--- config.mk ---
export PLATFORM = sky130hd
export DESIGN_NAME = mbus_sleep_ctrl
export DESIGN_NICKNAME = d
export VERILOG_FILES = /design/src/rtl/mbus_sleep_ctrl.sv
export SDC_FILE = /design/constraint.sdc
export NUM_CORES = 1
export LEC_CHECK = 0
export ABC_AREA = 1
export BUFFER_PORTS_ARGS = -buffer_cell sky130_fd_sc_hd__buf_2
export CORE_ASPECT_RATIO = 1.1
export CORE_UTILIZATION = 47
export DETAILED_ROUTE_END_ITERATION = 16
export PLACE_DENSITY = 0.69
export SETUP_SLACK_MARGIN = 0.1
export SLEW_MARGIN = 20
export SYNTH_ARGS = -nofsm -noshare
export SYNTH_HDL_FRONTEND = slang
export SYNTH_SLANG_ARGS = --single-unit
export TNS_END_PERCENT = 5
--- constraint.sdc ---
create_clock -name CLK_EXT -period 1.5 [get_ports CLK_EXT]
set_input_delay 0.075 -clock CLK_EXT [delete_from_list [all_inputs] [get_ports CLK_EXT]]
set_output_delay 0.075 -clock CLK_EXT [all_outputs]
set_load 0.005 [all_outputs]
--- src/rtl/mbus_sleep_ctrl.sv ---
// Layer sleep controller: sequences power, clock, isolation and reset of the
// gated layer domain on sleep requests and wake sources, with timed dwell steps.
module mbus_sleep_ctrl #(
  parameter int unsigned STEP_CYCLES = 4,
  parameter int unsigned CNT_WIDTH   = 8
) (
  input  logic                 CLK_EXT,
  input  logic                 RESET,
  input  logic                 SLEEP_REQ,
  input  logic                 WAKEUP_REQ,
  input  logic                 EXTERNAL_INT,
  output logic                 CLR_EXT_INT,
  output logic                 POWER_ON,
  output logic                 RELEASE_CLK,
  output logic                 RELEASE_ISO,
  output logic                 RELEASE_RST,
  output logic                 BUSY,
  output logic [CNT_WIDTH-1:0] SLEEP_COUNT
);

  localparam logic IO_HOLD    = 1'b1;
  localparam logic IO_RELEASE = 1'b0;
  // A dwell of 0 is treated as 1, so the reload value never underflows.
  localparam logic [7:0] DWELL_LOAD = (STEP_CYCLES > 1) ? 8'(STEP_CYCLES - 1) : 8'd0;

  typedef enum logic [2:0] {
    ASLEEP, WK_PWR, WK_CLK, WK_ISO, AWAKE, SL_RST, SL_ISO, SL_CLK
  } state_t;

  state_t     state, state_nxt;
  logic [7:0] dwell;
  logic       dwell_done;
  logic       wake_src;
  logic       pwr_nxt, clk_nxt, iso_nxt, rst_nxt, clr_nxt;
  logic       count_inc;

  assign dwell_done = (dwell == 8'd0);
  assign wake_src   = WAKEUP_REQ | EXTERNAL_INT;
  assign count_inc  = (state == SL_CLK) && (state_nxt == ASLEEP);

  always_ff @(posedge CLK_EXT) begin
    if (RESET) begin
      state       <= ASLEEP;
      dwell       <= '0;
      POWER_ON    <= IO_HOLD;
      RELEASE_CLK <= IO_HOLD;
      RELEASE_ISO <= IO_HOLD;
      RELEASE_RST <= IO_HOLD;
      CLR_EXT_INT <= 1'b0;
      SLEEP_COUNT <= '0;
    end else begin
      state <= state_nxt;
      if (state_nxt != state)
        dwell <= DWELL_LOAD;
      else if (!dwell_done)
        dwell <= dwell - 8'd1;
      POWER_ON    <= pwr_nxt;
      RELEASE_CLK <= clk_nxt;
      RELEASE_ISO <= iso_nxt;
      RELEASE_RST <= rst_nxt;
      CLR_EXT_INT <= clr_nxt;
      if (count_inc && !(&SLEEP_COUNT))
        SLEEP_COUNT <= SLEEP_COUNT + CNT_WIDTH'(1);
    end
  end

  always_comb begin
    state_nxt = state;
    case (state)
      ASLEEP:  if (wake_src) state_nxt = WK_PWR;
      WK_PWR:  if (dwell_done) state_nxt = WK_CLK;
      WK_CLK:  if (dwell_done) state_nxt = WK_ISO;
      WK_ISO:  if (dwell_done) state_nxt = AWAKE;
      AWAKE:   if (SLEEP_REQ && !wake_src) state_nxt = SL_RST;
      SL_RST:  if (dwell_done) state_nxt = SL_ISO;
      SL_ISO:  if (dwell_done) state_nxt = SL_CLK;
      SL_CLK:  if (dwell_done) state_nxt = ASLEEP;
      default: state_nxt = ASLEEP;
    endcase
  end

  // Control levels are decoded from the state being entered, so each one
  // registers its change on exactly the edge that enters its state.
  always_comb begin
    pwr_nxt = IO_HOLD;
    clk_nxt = IO_HOLD;
    iso_nxt = IO_HOLD;
    rst_nxt = IO_HOLD;
    case (state_nxt)
      WK_PWR: pwr_nxt = IO_RELEASE;
      WK_CLK: begin
        pwr_nxt = IO_RELEASE;
        clk_nxt = IO_RELEASE;
      end
      WK_ISO: begin
        pwr_nxt = IO_RELEASE;
        clk_nxt = IO_RELEASE;
        iso_nxt = IO_RELEASE;
      end
      AWAKE: begin
        pwr_nxt = IO_RELEASE;
        clk_nxt = IO_RELEASE;
        iso_nxt = IO_RELEASE;
        rst_nxt = IO_RELEASE;
      end
      SL_RST: begin
        pwr_nxt = IO_RELEASE;
        clk_nxt = IO_RELEASE;
        iso_nxt = IO_RELEASE;
      end
      SL_ISO: begin
        pwr_nxt = IO_RELEASE;
        clk_nxt = IO_RELEASE;
      end
      SL_CLK: pwr_nxt = IO_RELEASE;
      default: ;
    endcase
    clr_nxt = (state == ASLEEP) && (state_nxt == WK_PWR);
    BUSY    = !((state == ASLEEP) || (state == AWAKE));
  end

endmodule

# Yosys cells after proc, flatten, opt, wreduce, memory -nomap -nowiden
# Index checks and enable logic that the tools add are counted.
[op_classes] eq_ne=16 muxes=15 reduce_logical=16 n_bitwise=1 addsub=2
[ops] op="3-bit == test, second input constant" n=8
[ops] op="3-bit 2-to-1 mux" n=8
[ops] op="3-bit one-hot mux with 8 select lines" n=1
[ops] op="3-bit by 2-bit == test with 1-bit output, second input constant" n=4
[ops] op="8-bit by 1-bit adder with 8-bit output, second input constant" n=1
[ops] op="8-bit logical NOT" n=1
[ops] op="8-bit AND reduction" n=1
[ops] op="8-bit by 1-bit subtractor with 8-bit output, second input constant" n=1
[ops] op="7-bit OR reduction" n=1
[ops] op="3-bit by 1-bit == test with 1-bit output, second input constant" n=2
[ops] op="3-bit logical NOT" n=2
[ops] op="5-bit OR reduction" n=1
[ops] op="1-bit logical AND" n=4
[ops] op="1-bit 2-to-1 mux" n=4
[ops] op="2-bit 2-to-1 mux" n=2
[ops] op="1-bit logical NOT" n=3
[ops] op="3-bit inequality test" n=1
[ops] op="3-bit OR reduction" n=1
[ops] op="2-bit by 1-bit inequality test with 1-bit output, second input constant" n=1
[ops] op="2-bit OR reduction" n=1
[ops] op="1-bit logical OR" n=1
[ops] op="1-bit OR" n=1
[word_totals] input_bits=5 register_bits=24 out_inout_bits=14 wordCells=59

# Logic depth before layout (Yosys ltp)
[depth] depth_word=8 depth_mapped=15 mapped_depth_nobuf=15

# Worst setup path before layout
# OpenSTA, ideal clock, no wires.
[synth_timing] kind="register -> register" startpoint="register dwell[0]" endpoint="register SLEEP_COUNT[7]" setup_ns=0.113 period_less_slack_ns=1.674 path_buffers=0 required_time_ns=1.387 path_slack_ns=-0.174 path_stages_with_launch=11 t_arrival_ns=1.561 path_cell_list="dfxtp_1 -> inv_1 -> ha_1 -> nand2_1 -> nor2_8 -> nand3_4 -> a21oi_4 -> nand3_2 -> nand3b_4 -> o21ai_1 -> nor2_1"
[synth_between] elab_chain_len=6 elab_cells_between_ends=11 cone_classes="mux: 7; reduce/logical: 4"
[synth_rtl] item="start: declaration" line="31" source="logic [7:0] dwell;"
[synth_rtl] item="start signal: assignment" line="56" source="dwell <= dwell - 8'd1;"
[synth_rtl] item="8-bit logical NOT (*)" line="37" source="assign dwell_done = (dwell == 8'd0);"
[synth_rtl] item="3-bit 2-to-1 mux (tied with other cells)" line="77" source="SL_CLK: if (dwell_done) state_nxt = ASLEEP;"
[synth_rtl] item="3-bit one-hot mux with 8 select lines (*)" line="69" source="case (state)"
[synth_rtl] item="3-bit logical NOT (*)" line="39" source="assign count_inc = (state == SL_CLK) && (state_nxt == ASLEEP);"
[synth_rtl] item="1-bit logical AND (*)" line="39"
[synth_rtl] item="1-bit logical AND (*)" line="62" source="if (count_inc && !(&SLEEP_COUNT))"
[synth_rtl] item="end signal: assignment" line="63" source="SLEEP_COUNT <= SLEEP_COUNT + CNT_WIDTH'(1);"
[synth_rtl] item="end: declaration" line="18" source="output logic [CNT_WIDTH-1:0] SLEEP_COUNT"
# Mark *: on every way between the ends. The rest lies on a longest branch, timed or not.
# A chain may end at the register's enable or synchronous reset.

# Worst setup path in the final report
[layout_timing] startpoint="register dwell[0]" endpoint="register dwell[3]"
[layout_between] elab_chain_len=5 elab_cells_between_ends=11 cone_classes="add/sub: 1; eq/ne: 1; mux: 7; reduce/logical: 2"
[layout_rtl] item="8-bit logical NOT" line="37"
[layout_rtl] item="3-bit 2-to-1 mux (tied with other cells)" line="77"
[layout_rtl] item="3-bit one-hot mux with 8 select lines" line="69"
[layout_rtl] item="3-bit inequality test" line="53" source="if (state_nxt != state)"
[layout_rtl] item="2-bit OR reduction (no source line)"
# Parallel ways exist; a longest one is shown, timed or not.

==> flow_summary_export.csv <==
group,metric,value,unit
yosys,syn_area,1310,um2
worst_setup_path,cp-start-kind,"register",
placement,hpwl,2.32,mm
sta,finalCritPeriodShare,1.10,
global_route,grt.overflow.total,0,
finish,area_delta_synth_final,39.3,%
yosys,synth_top_cell_by_area,"dfxtp_1",
yosys,synth_warnings,0,
drt,dr_total_vias,1355,
cts,cts_root_buf,"clkbuf_4",
sta,finalSetupTns,-1.46,ns
finish,drive_above_1_share,0.428,
placement,globalplace.congestion,0.890,
worst_setup_path,path_class,"reg -> reg",
finish,n_fill_cell,229,
worst_setup_path,critPathCaptureType,"register",
cts,cts_tree,"yes",
global_route,grt_max_degree,14,
worst_setup_path,ff2ff_path_depth,14,
worst_setup_path,rrSetupSlack,-0.15,ns
pwr,total_power,3.69,mW
global_route,grt_pass1_wl,5.15,mm
finish,fin_util,0.713,
sta,tightest_slew,0.271,ns
cts,clkSinkCount,24,
worst_setup_path,cp_data_arrival_time,1.91,ns
floorplan,fp-row-count,19,
floorplan,dieWidth,52.4,um
global_route,first_global_vias,1293,
yosys,syn_inst,180,
flow_run,cap_violations,0,
finish,most-common-layout-cells,"buf_4, nand2_1, dfxtp_1, inv_1, nor2_1",
status,violations,"setup timing",
worst_setup_path,startpoint,"dwell[0]$_SDFFE_PP0P_",
drt,drt_pass1_iterations,4,
cts,cts.clk_slew.worst_paths,0.14,ns
sta,hold_violations,0,
cts,insertion_delay,0.32,ns
floorplan,fp.dieArea,3010,um2
status,status,"finished with violations",
sta,timing.fmax,605,MHz
placement,portBuffers,18,
global_route,track_usage,0.227,
pwr,leakage,0.890,nW
finish,final_net_count,245,
drt,drt-total-wl,3.08,mm
sta,rsz0062_at_grt,"true",
sta,skew,0.00704,ns
floorplan,io_pins,19,
yosys,synth_area_leaders,"dfxtp_1, nand2_1, nor2_1",
cts,clock_path_buffers,2,
yosys,ys_types,28,
yosys,seq_area_frac_synth,0.366,
yosys,syn_nets,188,
yosys,synth_top_area_frac,0.366,
yosys,synth.avg_cell_area,7.30,um2
placement,pre_cts_ws,-0.140,ns
global_route,antenna_found_initial,0,
sta,fin_crit,1.65,ns
drt,ant_nets,0,
floorplan,core_area,2570,um2
sta,finalSetupViolCount,15,
sta,hold_slack,0.246,ns
worst_setup_path,r2r_start,"dwell[0]$_SDFFE_PP0P_",
worst_setup_path,timing.rr.end,"dwell[3]$_SDFFE_PP0N_",
drt,vias_per_cell,5.07,
cts,htree_levels,1,
finish,final_common_cell,"buf_4",
yosys,ys_seq_elements,24,
floorplan,start_util,0.512,
drt,post_drt_wl_per_cell,11.5,um
drt,drtIter0Drc,51,
worst_setup_path,cp_max_fo,6,
sta,relSlewSlack,0.817,
sta,fin_ws,-0.152,ns
finish,diodes,0,
pwr,power_density,2020,nW/um2
pwr,ir_worst_vdd,1.80,mV
cts,cts_made_buffers,3,
drt,drcViolationCount,0,
sta,drv_slew,0,
min_path,min_path_type,"in -> reg",
worst_setup_path,crit_end,"dwell[3]$_SDFFE_PP0N_",
floorplan,die_h,57.5,um
worst_setup_path,worstPathRequired,1.76,ns
-- metal layers --
layer	track usage	part of all wire	up-vias
li1	-	-	690
met1	0.272	0.43	635
met2	0.403	0.53	26
met3	0.0240	0.033	4
met4	0.0902	0.014	0
met5	0	0	-
-- critical path, cell delays in order, from the launching register on --
cell     delay, ns
dfxtp_2       0.36
inv_4         0.06
ha_4          0.15
inv_2         0.04
nor2_2        0.08
nand2_2       0.08
nor2_1        0.11
nor2_1        0.07
nor2_2        0.09
nand2_2       0.09
nand2_4       0.09
nand2_4       0.07
nand2_4       0.07
nand3_4       0.11
a21oi_2       0.13
-- cells in the mapped netlist (all sizes together) --
| cell | count |
|---|---|
| ha | 3 |
| inv | 27 |
| dfxtp | 24 |
| nor3 | 3 |
| a21oi | 11 |
| nand3 | 19 |
| or2 | 1 |
| buf | 1 |
| nand3b | 1 |
| xor2 | 2 |
| o21ai | 12 |
| nor4 | 1 |
| a31oi | 1 |
| nand4 | 3 |
| nor2 | 30 |
| nand2 | 40 |
| clkinv | 1 |
-- logic make-up after synthesis --
family                   after synthesis  synth area share
buffers and inverters                 29            0.0838
XOR/XNOR                               2            0.0133
AND/OR/NAND/NOR                       98             0.396
flip-flops                            24             0.366
adder cells (fa/ha/maj)                3            0.0286
AO/OA/AOI/OAI                         24             0.112
-- cell type report --
type	count	area, um2	area share
Inverter	28	108	0.0588
Multi-Input combinational cell	128	816	0.446
Tap cell	31	38.8	0.0212
Sequential cell	24	484	0.265
Timing Repair Buffer	52	348	0.190
Clock buffer	4	36.3	0.0198
-- state kept, by name, summed over array words and instances (netlist names) --
| signal | cells |
|---|---|
| dwell | 8 |
| RELEASE_CLK | 1 |
| SLEEP_COUNT | 8 |
| POWER_ON | 1 |
| RELEASE_RST | 1 |
| CLR_EXT_INT | 1 |
| state | 3 |
| RELEASE_ISO | 1 |
-- how the worst min path moves through the flow --
stage / startpoint / endpoint / slack (ns) / depth (start not counted)
after floorplan: RESET / dwell[1]$_SDFFE_PP0P_ / 0.14 / 1
after global placement: RESET / dwell[1]$_SDFFE_PP0P_ / 0.33 / 2
after detailed placement: RESET / dwell[1]$_SDFFE_PP0P_ / 0.33 / 2
after CTS: WAKEUP_REQ / state[0]$_SDFF_PP0_ / 0.24 / 5
after global routing: WAKEUP_REQ / state[0]$_SDFF_PP0_ / 0.29 / 5
final: WAKEUP_REQ / state[0]$_SDFF_PP0_ / 0.25 / 5
-- stage by stage --
stage | cells | cell area [um2]
CTS | 267 | 1810
detailed placement | 260 | 1700
global route | 267 | 1830
finish | 267 | 1830
global placement | 260 | 1700
floorplan | 180 | 1340
-- power breakdown --
part | internal (mW) | switching, mW
clock | 0.148 | 0.199
sequential | 0.812 | 0.110
combinational | 0.993 | 1.43
total | 1.95 | 1.73
-- repair_timing --
action	in CTS	in global routing
pin swaps	8	3
gates resized for setup	16	3
endpoints found under the hold margin	1	0
hold buffers	1	0
buffers inserted	1	0
endpoints found under the setup margin	21	23
gates cloned	1	0
(Power assumes the default switching activity.)
